## config.mk

```make
export PLATFORM = sky130hd
export DESIGN_NAME = i2c_bit_engine
export DESIGN_NICKNAME = d
export VERILOG_FILES = /design/src/rtl/i2c_bit_pkg.sv /design/src/rtl/i2c_qtr_timer.sv /design/src/rtl/i2c_bit_engine.sv
export SDC_FILE = /design/constraint.sdc
export NUM_CORES = 1
export LEC_CHECK = 0
export ABC_AREA = 1
export CAP_MARGIN = 25
export CORE_MARGIN = 2
export CORE_UTILIZATION = 45
export CTS_CLUSTER_DIAMETER = 30
export DETAILED_ROUTE_END_ITERATION = 7
export GPL_ROUTABILITY_DRIVEN = 0
export PLACE_DENSITY = 0.75
export SKIP_CTS_REPAIR_TIMING = 1
export SYNTH_ARGS = -nofsm -noshare
export SYNTH_HDL_FRONTEND = slang
export SYNTH_SLANG_ARGS = --single-unit
```

## constraint.sdc

```tcl
create_clock -name clk -period 3.7 [get_ports clk]
set_clock_uncertainty 0.15 [all_clocks]
set_input_delay 0.555 -clock clk [delete_from_list [all_inputs] [get_ports clk]]
set_output_delay 0.555 -clock clk [all_outputs]
set_load 0.005 [all_outputs]
```

## src/rtl/i2c_bit_pkg.sv

```systemverilog
// rtl/i2c_bit_pkg.sv - command encodings, phase states and SCL/SDA drive tables
package i2c_bit_pkg;

    localparam logic [1:0] CMD_START = 2'b00;
    localparam logic [1:0] CMD_STOP  = 2'b01;
    localparam logic [1:0] CMD_WRITE = 2'b10;
    localparam logic [1:0] CMD_READ  = 2'b11;

    typedef enum logic [2:0] {
        IDLE = 3'd0,
        PH_A = 3'd1,
        PH_B = 3'd2,
        PH_C = 3'd3,
        PH_D = 3'd4
    } state_t;

    // Each command owns a 4-bit nibble indexed by {cmd, phase}; within a
    // nibble bit 0 is PH_A and bit 3 is PH_D. WRITE SDA comes from wr_bit,
    // so its SDA nibble is unused.
    localparam logic [15:0] SCL_TABLE = {4'b0110, 4'b0110, 4'b1110, 4'b0111};
    localparam logic [15:0] SDA_TABLE = {4'b1111, 4'b0000, 4'b1000, 4'b0011};

    function automatic logic [1:0] phase_idx(input state_t s);
        case (s)
            PH_B:    phase_idx = 2'd1;
            PH_C:    phase_idx = 2'd2;
            PH_D:    phase_idx = 2'd3;
            default: phase_idx = 2'd0;
        endcase
    endfunction

endpackage

```

## src/rtl/i2c_qtr_timer.sv

```systemverilog
// rtl/i2c_qtr_timer.sv - quarter-period down-counter with load, stall and zero flag
module i2c_qtr_timer #(
    parameter int CNT_W = 10
) (
    input  logic             clk,
    input  logic             reset,
    input  logic             load,
    input  logic [CNT_W-1:0] load_val,
    input  logic             stall,
    output logic             zero
);

    logic [CNT_W-1:0] count;

    // Load wins over counting; a stalled or exhausted counter holds its value.
    always_ff @(posedge clk) begin
        if (reset) begin
            count <= '0;
        end else if (load) begin
            count <= load_val;
        end else if (!stall && count != '0) begin
            count <= count - 1'b1;
        end
    end

    assign zero = (count == '0);

endmodule

```

## src/rtl/i2c_bit_engine.sv

```systemverilog
// rtl/i2c_bit_engine.sv - I2C bit-level engine: START/STOP/WRITE/READ with stretch and arbitration
module i2c_bit_engine
    import i2c_bit_pkg::*;
#(
    parameter int CNT_W        = 10,
    parameter int DEF_PRESCALE = 4
) (
    input  logic             clk,
    input  logic             reset,
    input  logic [CNT_W-1:0] prescale,
    input  logic             cmd_valid,
    output logic             cmd_ready,
    input  logic [1:0]       cmd,
    input  logic             wr_bit,
    output logic             done,
    output logic             rd_bit,
    output logic             arb_lost,
    output logic             busy,
    output logic             scl_o,
    output logic             sda_o,
    input  logic             scl_i,
    input  logic             sda_i
);

    state_t           state, state_n;
    logic [1:0]       cmd_q;
    logic             wr_bit_q;
    logic [CNT_W-1:0] prescale_q;
    logic [1:0]       ph;
    logic             accept;
    logic             stretch_en;
    logic             stall;
    logic             zero;
    logic             advance;
    logic             last_c;
    logic             arb_hit;
    logic             tmr_load;
    logic [CNT_W-1:0] tmr_val;

    assign cmd_ready  = (state == IDLE);
    assign busy       = ~cmd_ready;
    assign accept     = cmd_valid & cmd_ready;
    assign ph         = phase_idx(state);

    // Stretching only matters where the master has released SCL expecting it high:
    // PH_B of clocked commands, and anywhere in START.
    assign stretch_en = (state == PH_B) | (cmd_q == CMD_START);
    assign stall      = busy & stretch_en & scl_o & ~scl_i;
    assign advance    = busy & zero & ~stall;
    assign last_c     = advance & (state == PH_C);
    assign arb_hit    = last_c & (cmd_q == CMD_WRITE) & wr_bit_q & ~sda_i;

    // The first phase of a command uses the live prescale; later phases reuse the latched copy.
    assign tmr_load   = accept | advance;
    assign tmr_val    = accept ? prescale : prescale_q;

    i2c_qtr_timer #(
        .CNT_W (CNT_W)
    ) u_timer (
        .clk      (clk),
        .reset    (reset),
        .load     (tmr_load),
        .load_val (tmr_val),
        .stall    (stall),
        .zero     (zero)
    );

    // Phase state register.
    always_ff @(posedge clk) begin
        if (reset) begin
            state <= IDLE;
        end else begin
            state <= state_n;
        end
    end

    // Next phase: walk A-B-C-D-IDLE on each timer expiry; lost arbitration skips PH_D.
    always_comb begin
        state_n = state;
        case (state)
            IDLE:    if (accept)  state_n = PH_A;
            PH_A:    if (advance) state_n = PH_B;
            PH_B:    if (advance) state_n = PH_C;
            PH_C:    if (advance) state_n = arb_hit ? IDLE : PH_D;
            PH_D:    if (advance) state_n = IDLE;
            default: state_n = IDLE;
        endcase
    end

    // Line drive lookup; both lines are released whenever the engine is idle.
    always_comb begin
        scl_o = 1'b1;
        sda_o = 1'b1;
        if (busy) begin
            scl_o = SCL_TABLE[{cmd_q, ph}];
            sda_o = (cmd_q == CMD_WRITE) ? wr_bit_q : SDA_TABLE[{cmd_q, ph}];
        end
    end

    // Command capture on accept.
    always_ff @(posedge clk) begin
        if (reset) begin
            cmd_q      <= CMD_START;
            wr_bit_q   <= 1'b0;
            prescale_q <= CNT_W'(DEF_PRESCALE);
        end else if (accept) begin
            cmd_q      <= cmd;
            wr_bit_q   <= wr_bit;
            prescale_q <= prescale;
        end
    end

    // Completion pulses land in the first IDLE cycle; rd_bit holds between samples.
    always_ff @(posedge clk) begin
        if (reset) begin
            done     <= 1'b0;
            arb_lost <= 1'b0;
            rd_bit   <= 1'b0;
        end else begin
            done     <= (advance & (state == PH_D)) | arb_hit;
            arb_lost <= arb_hit;
            if (last_c && cmd_q == CMD_READ) begin
                rd_bit <= sda_i;
            end
        end
    end

endmodule

```

==> reports/qor.yml, run 1 <==
global_routing:
  grtUsageTotal_pct: 19.6
  antenna_found_initial: 0
  grt_pass1_vias: 1431
  grt_max_degree: 23
  grt_pass1_wl_mm: 6.33
  overflow: 0
timing:
  min_period_ns: 3.03
  setup_viol: 0
  tns_ns: 0
  rsz0062_at_grt: "no"
  post-route-period-util_pct: 81.9
  fmax_mhz: 330
  relSlewSlack_pct: 67.7
  report.final.hold_viol_count: 0
  slew_violations: 0
  worst_slew_pin_slew_ns: 0.484
  hold_slack_ns: 0.313
setup_path:
  critPathMaxFanout: 4
  worst-setup-path-type: "reg2out"
  setup.worst_path.start_class: "register"
  cpMostUsedCell: "inv_1"
  rr_startpoint: "state[2]"
  crit_end: "scl_o"
  slowest_stage: "clkdlybuf4s50_1"
  r2r-end: "u_timer.count[9]"
  path_cells: "inv_1 > nor3_1 > inv_1 > nand2_1 > inv_1 > ha_1 > nand2_1 > nand3_1 > clkdlybuf4s50_1"
  cp.arrival_ns: 2.32
  end_kind: "primary output"
  required_ns: 2.99
  worstRegToRegCells: 15
  reg2reg_slack_ns: 1.08
  slowest_delay_ns: 0.51
  startpoint: "state[2]"
finish:
  final_cells: 333
  nets: 306
  postLayoutCoreUtil_pct: 56.7
  layout_commonest_cell: "nand2_1"
  drive_gt1_share_pct: 11.2
  fill_cells: 381
  area_growth_pct: 22.1
  mostFrequentLayoutCells: "71 x nand2_1, 44 x nor2_1, 29 x dfxtp_1, 28 x inv_1, 24 x clkdlybuf4s50_1"
  antennaDiodeCount: 0
clocking:
  cts_tree: "yes"
  clkTransAtPathRegs_ns: 0.06
  cts_max_path_buffers: 2
  cts_max_level: 2
  clk_latency_ns: 0.29
  numCtsBuffers: 5
  cts.sinks: 29
  root_buffer: "clkbuf_8"
power:
  internal_power_uw: 999
  power_frac_comb_pct: 57.8
  switching_power_uw: 860
  leakage_nw: 0.932
  pwr-share-seq_pct: 26.4
  swShare_pct: 46.3
  power_density_nw_per_um2: 903
  pwr-share-clk_pct: 15.7
  vdd_drop_max_mv: 0.438
floorplanning:
  fp.dieW_um: 65.2
  die_h_um: 65.2
  initial_core_util_pct: 46.4
  core_area_um2: 3630
  dieArea_um2: 4250
  fp-row-count: 22
  io_pins: 25
drt:
  drcViolationCount: 0
  drt_iter0_markers: 97
  route.vias.total: 1555
  drt-pass1-iter-count: 4
  routedWlPerCell_um: 10.7
  via_per_inst: 4.67
  postRouteAntennaNets: 0
  wl_mm: 3.55
yosys:
  synth_top_area_share_pct: 34.4
  synthesis.area_um2: 1690
  yosysSeqAreaShare_pct: 34.4
  synth_edf_count: 0
  ys.warnings.count: 0
  synth.avg_cell_area_um2: 6.56
  syn_inst: 257
  ys_top_cells_by_area: "dfxtp_1 34%, nand2_1 16%, nor2_1 9.8%"
  syn_nets: 279
  ys_seq_elements: 29
  async_flop_share_pct: 0
  synth_area_leader_cell: "dfxtp_1"
  synth_ff_type: "dfxtp_1"
  synth_cell_types: 28
status:
  status: "finished, final reports clean"
placed_design:
  hpwl_mm: 2.64
  numPortBuffers: 24
  place_inst: 325
worst_hold_path:
  hold_path.class: "reg2reg"
run:
  drv_cap: 0
## how the worst min path moves through the flow
| stage | from | endpoint | slack [ns] | cells past startpoint |
|---|---|---|---|---|
| floorplan | wr_bit_q | wr_bit_q | 0.28 | 2 |
| global placement | wr_bit_q | wr_bit_q | 0.30 | 2 |
| detailed placement | prescale_q[2] | prescale_q[2] | 0.30 | 2 |
| CTS | wr_bit_q | wr_bit_q | 0.32 | 2 |
| global route | wr_bit_q | wr_bit_q | 0.34 | 2 |
| finish | wr_bit_q | wr_bit_q | 0.31 | 2 |
## Yosys cell counts, types with 3 or more instances
cell,n
or2_2,6
nand2_4,3
nand3_1,10
o21ai_0,7
xor2_1,6
nor2_1,44
inv_1,28
o21ai_1,6
nand2_2,5
ha_1,4
nor3_1,4
a21oi_1,14
dfxtp_1,29
nand2_1,71
## final cells by class
cell class                 count  area (µm²)  share of cell area [%]
timing repair buffer          25         248                    12.0
sequential                    29         581                    28.2
multi-input combinational    193         957                    46.5
clock inverter                 1        5.00                   0.243
tap                           48        60.1                    2.92
clock buffer                   7        96.3                    4.68
inverter                      30         113                    5.47
## registers in the layout, indices dropped and copies added, names as in the netlist
register       count
prescale_q        10
done               1
u_timer.count     10
rd_bit             1
wr_bit_q           1
arb_lost           1
cmd_q              2
state              3
## cells by family after synthesis
logic type	after synthesis	synth area share (%)
fa+ha+maj	4	2.97
buf+inv	35	8.83
flops	29	34.4
xor+xnor	8	4.15
simple gates	150	39.8
compound gates	31	9.87
## critical path, delay by kind of cell, from the launching register on
family,cells,cell delay [ns]
flops,1,0.41
buf+inv,4,0.76
fa+ha+maj,1,0.27
simple gates,4,0.60
## through the flow
step	area [µm²]	power (mW)	setup WS, ns
floorplan	1690	1.34	1.44
global placement	1960	1.55	1.07
detailed placement	1960	1.57	1.00
CTS	2060	1.86	0.686
global route	2060	2.05	0.477
finish	2060	1.86	0.671
## routing by layer
metal	part of all wire (%)	GRT usage (%)
met3	3.6	5.14
met2	43	31.6
met4	1.9	7.81
met5	0	0
met1	51	24.8
## power groups by stage
stage,clock (mW),combinational [mW],sequential [mW]
2_1_floorplan,0,0.856,0.482
3_3_place_gp,0,1.06,0.495
3_5_place_dp,0,1.07,0.498
4_1_cts,0.294,1.08,0.492
5_1_grt,0.312,1.23,0.505
6_report,0.293,1.08,0.491
Note: power is estimated with default switching activity, not from simulation.
==> run 2, diff against run 1 <==
clock period = 2.93 ns   (was 3.7 ns; I/O delays follow)
==> reports/qor.yml, run 2 (synthesis gave the netlist of run 1 again) <==
finish:
  ff_latch_area_um2: 584
  top_regs: "prescale_q x10, u_timer.count x10, state x3"
  multi_input_area_um2: 967
  antennaDiodeCount: 0
  postLayoutCoreUtil_pct: 56.5
  nets: 306
  fill_cells: 371
  area_growth_pct: 21.7
  mostFrequentLayoutCells: "71 x nand2_1, 44 x nor2_1, 28 x inv_1, 26 x dfxtp_1, 24 x clkdlybuf4s50_1"
  layout_commonest_cell: "nand2_1"
  final_cells: 333
  drive_gt1_share_pct: 11.9
  postLayoutCellArea_um2: 2050
global_routing:
  overflow: 0
  grt_pass1_vias: 1477
  grtUsageTotal_pct: 19.1
  grt_max_degree: 20
  antenna_found_initial: 0
  grt_pass1_wl_mm: 6.38
clocking:
  clk_latency_ns: 0.28
  numCtsBuffers: 5
  clkTransAtPathRegs_ns: 0.06
  root_buffer: "clkbuf_8"
  cts.sinks: 29
  cts_max_level: 2
  cts_tree: "yes"
  cts_max_path_buffers: 2
drt:
  route.vias.total: 1568
  wl_mm: 3.57
  drt_iter0_markers: 64
  drcViolationCount: 0
  drt-pass1-iter-count: 4
  via_per_inst: 4.71
  postRouteAntennaNets: 0
  routedWlPerCell_um: 10.7
timing:
  report.final.hold_viol_count: 0
  fmax_mhz: 360
  fin_ws_ns: 0.150
  relSlewSlack_pct: 65.2
  slew_violations: 0
  rsz0062_at_grt: "no"
  hold_slack_ns: 0.308
  tns_ns: 0
  min_period_ns: 2.78
  worst_slew_pin_slew_ns: 0.520
  setup_viol: 0
  post-route-period-util_pct: 94.9
setup_path:
  rr_startpoint: "state[1]"
  worst-setup-path-type: "reg2out"
  required_ns: 2.34
  cp.arrival_ns: 2.19
  r2r-end: "u_timer.count[1]"
  worstRegToRegCells: 14
  critPathMaxFanout: 5
  setup.worst_path.start_class: "register"
  crit_end: "scl_o"
  reg2reg_slack_ns: 0.48
  startpoint: "state[1]"
  end_kind: "primary output"
floorplanning:
  initial_core_util_pct: 46.4
  io_pins: 25
  fp.dieW_um: 65.2
  dieArea_um2: 4250
  fp-row-count: 22
  die_h_um: 65.2
  core_area_um2: 3630
power:
  swShare_pct: 46.8
  pwr-share-clk_pct: 13.6
  vdd_drop_max_mv: 0.550
  pwr-share-seq_pct: 27.4
  power.total_mw: 2.30
  leakage_nw: 0.922
  power_frac_comb_pct: 59.0
  internal_power_mw: 1.22
  switching_power_mw: 1.08
  power_density_nw_per_um2: 1120
placed_design:
  dpl_cell_area_um2: 1960
  hpwl_mm: 2.62
  numPortBuffers: 24
  post-place-ws_ns: 0.353
  place_inst: 325
status:
  status: "finished, final reports clean"
worst_hold_path:
  hold_path.class: "reg2reg"
run:
  drv_cap: 0
==> run 2: cell count changes in the layout (fill, tap and decap cells not counted) <==
cell      before  now
clkinv_2       1    0
nor3_1         4    2
dfxtp_2        0    3
clkbuf_8       7    5
clkbuf_1       0    3
dfxtp_1       29   26
nor3_2         1    3
==> run 2: power by group through the flow <==
stage | registers, mW | clock network [mW] | logic (mW)
global route | 0.649 | 0.334 | 1.57
finish | 0.630 | 0.312 | 1.36
floorplan | 0.609 | 0 | 1.08
global placement | 0.628 | 0 | 1.33
detailed placement | 0.630 | 0 | 1.34
CTS | 0.622 | 0.319 | 1.36
==> run 2: worst max-delay path: stages, from the launching register on <==
cell and delay, ns:
dfxtp_2 0.37, inv_1 0.10, nor3_2 0.18, inv_1 0.10, nand2_1 0.11, inv_1 0.07, ha_1 0.28, nand2_1 0.06
nand3_1 0.12, clkdlybuf4s50_1 0.52
==> run 2: final cells by class <==
| class | instances | share of cell area [%] |
|---|---|---|
| Multi-Input combinational cell | 193 | 47.1 |
| Sequential cell | 29 | 28.5 |
| Tap cell | 48 | 2.93 |
| Clock buffer | 8 | 3.90 |
| Inverter | 30 | 5.49 |
| Timing Repair Buffer | 25 | 12.1 |
==> run 2: metal layers <==
metal | up-vias | share of wire, % | global-route usage, %
li1 | 850 | - | -
met1 | 677 | 51 | 25.9
met2 | 34 | 43 | 29.2
met3 | 7 | 4.0 | 3.94
met4 | 0 | 1.8 | 8.59
met5 | - | 0 | 0
==> run 2: how the worst min path moves through the flow <==
| stage | to | cells past startpoint | start | slack [ns] |
|---|---|---|---|---|
| after global routing | wr_bit_q | 2 | wr_bit_q | 0.34 |
| after floorplan | wr_bit_q | 2 | wr_bit_q | 0.28 |
| after global placement | wr_bit_q | 2 | wr_bit_q | 0.30 |
| after detailed placement | wr_bit_q | 2 | wr_bit_q | 0.30 |
| final | wr_bit_q | 2 | wr_bit_q | 0.31 |
| after CTS | wr_bit_q | 2 | wr_bit_q | 0.31 |
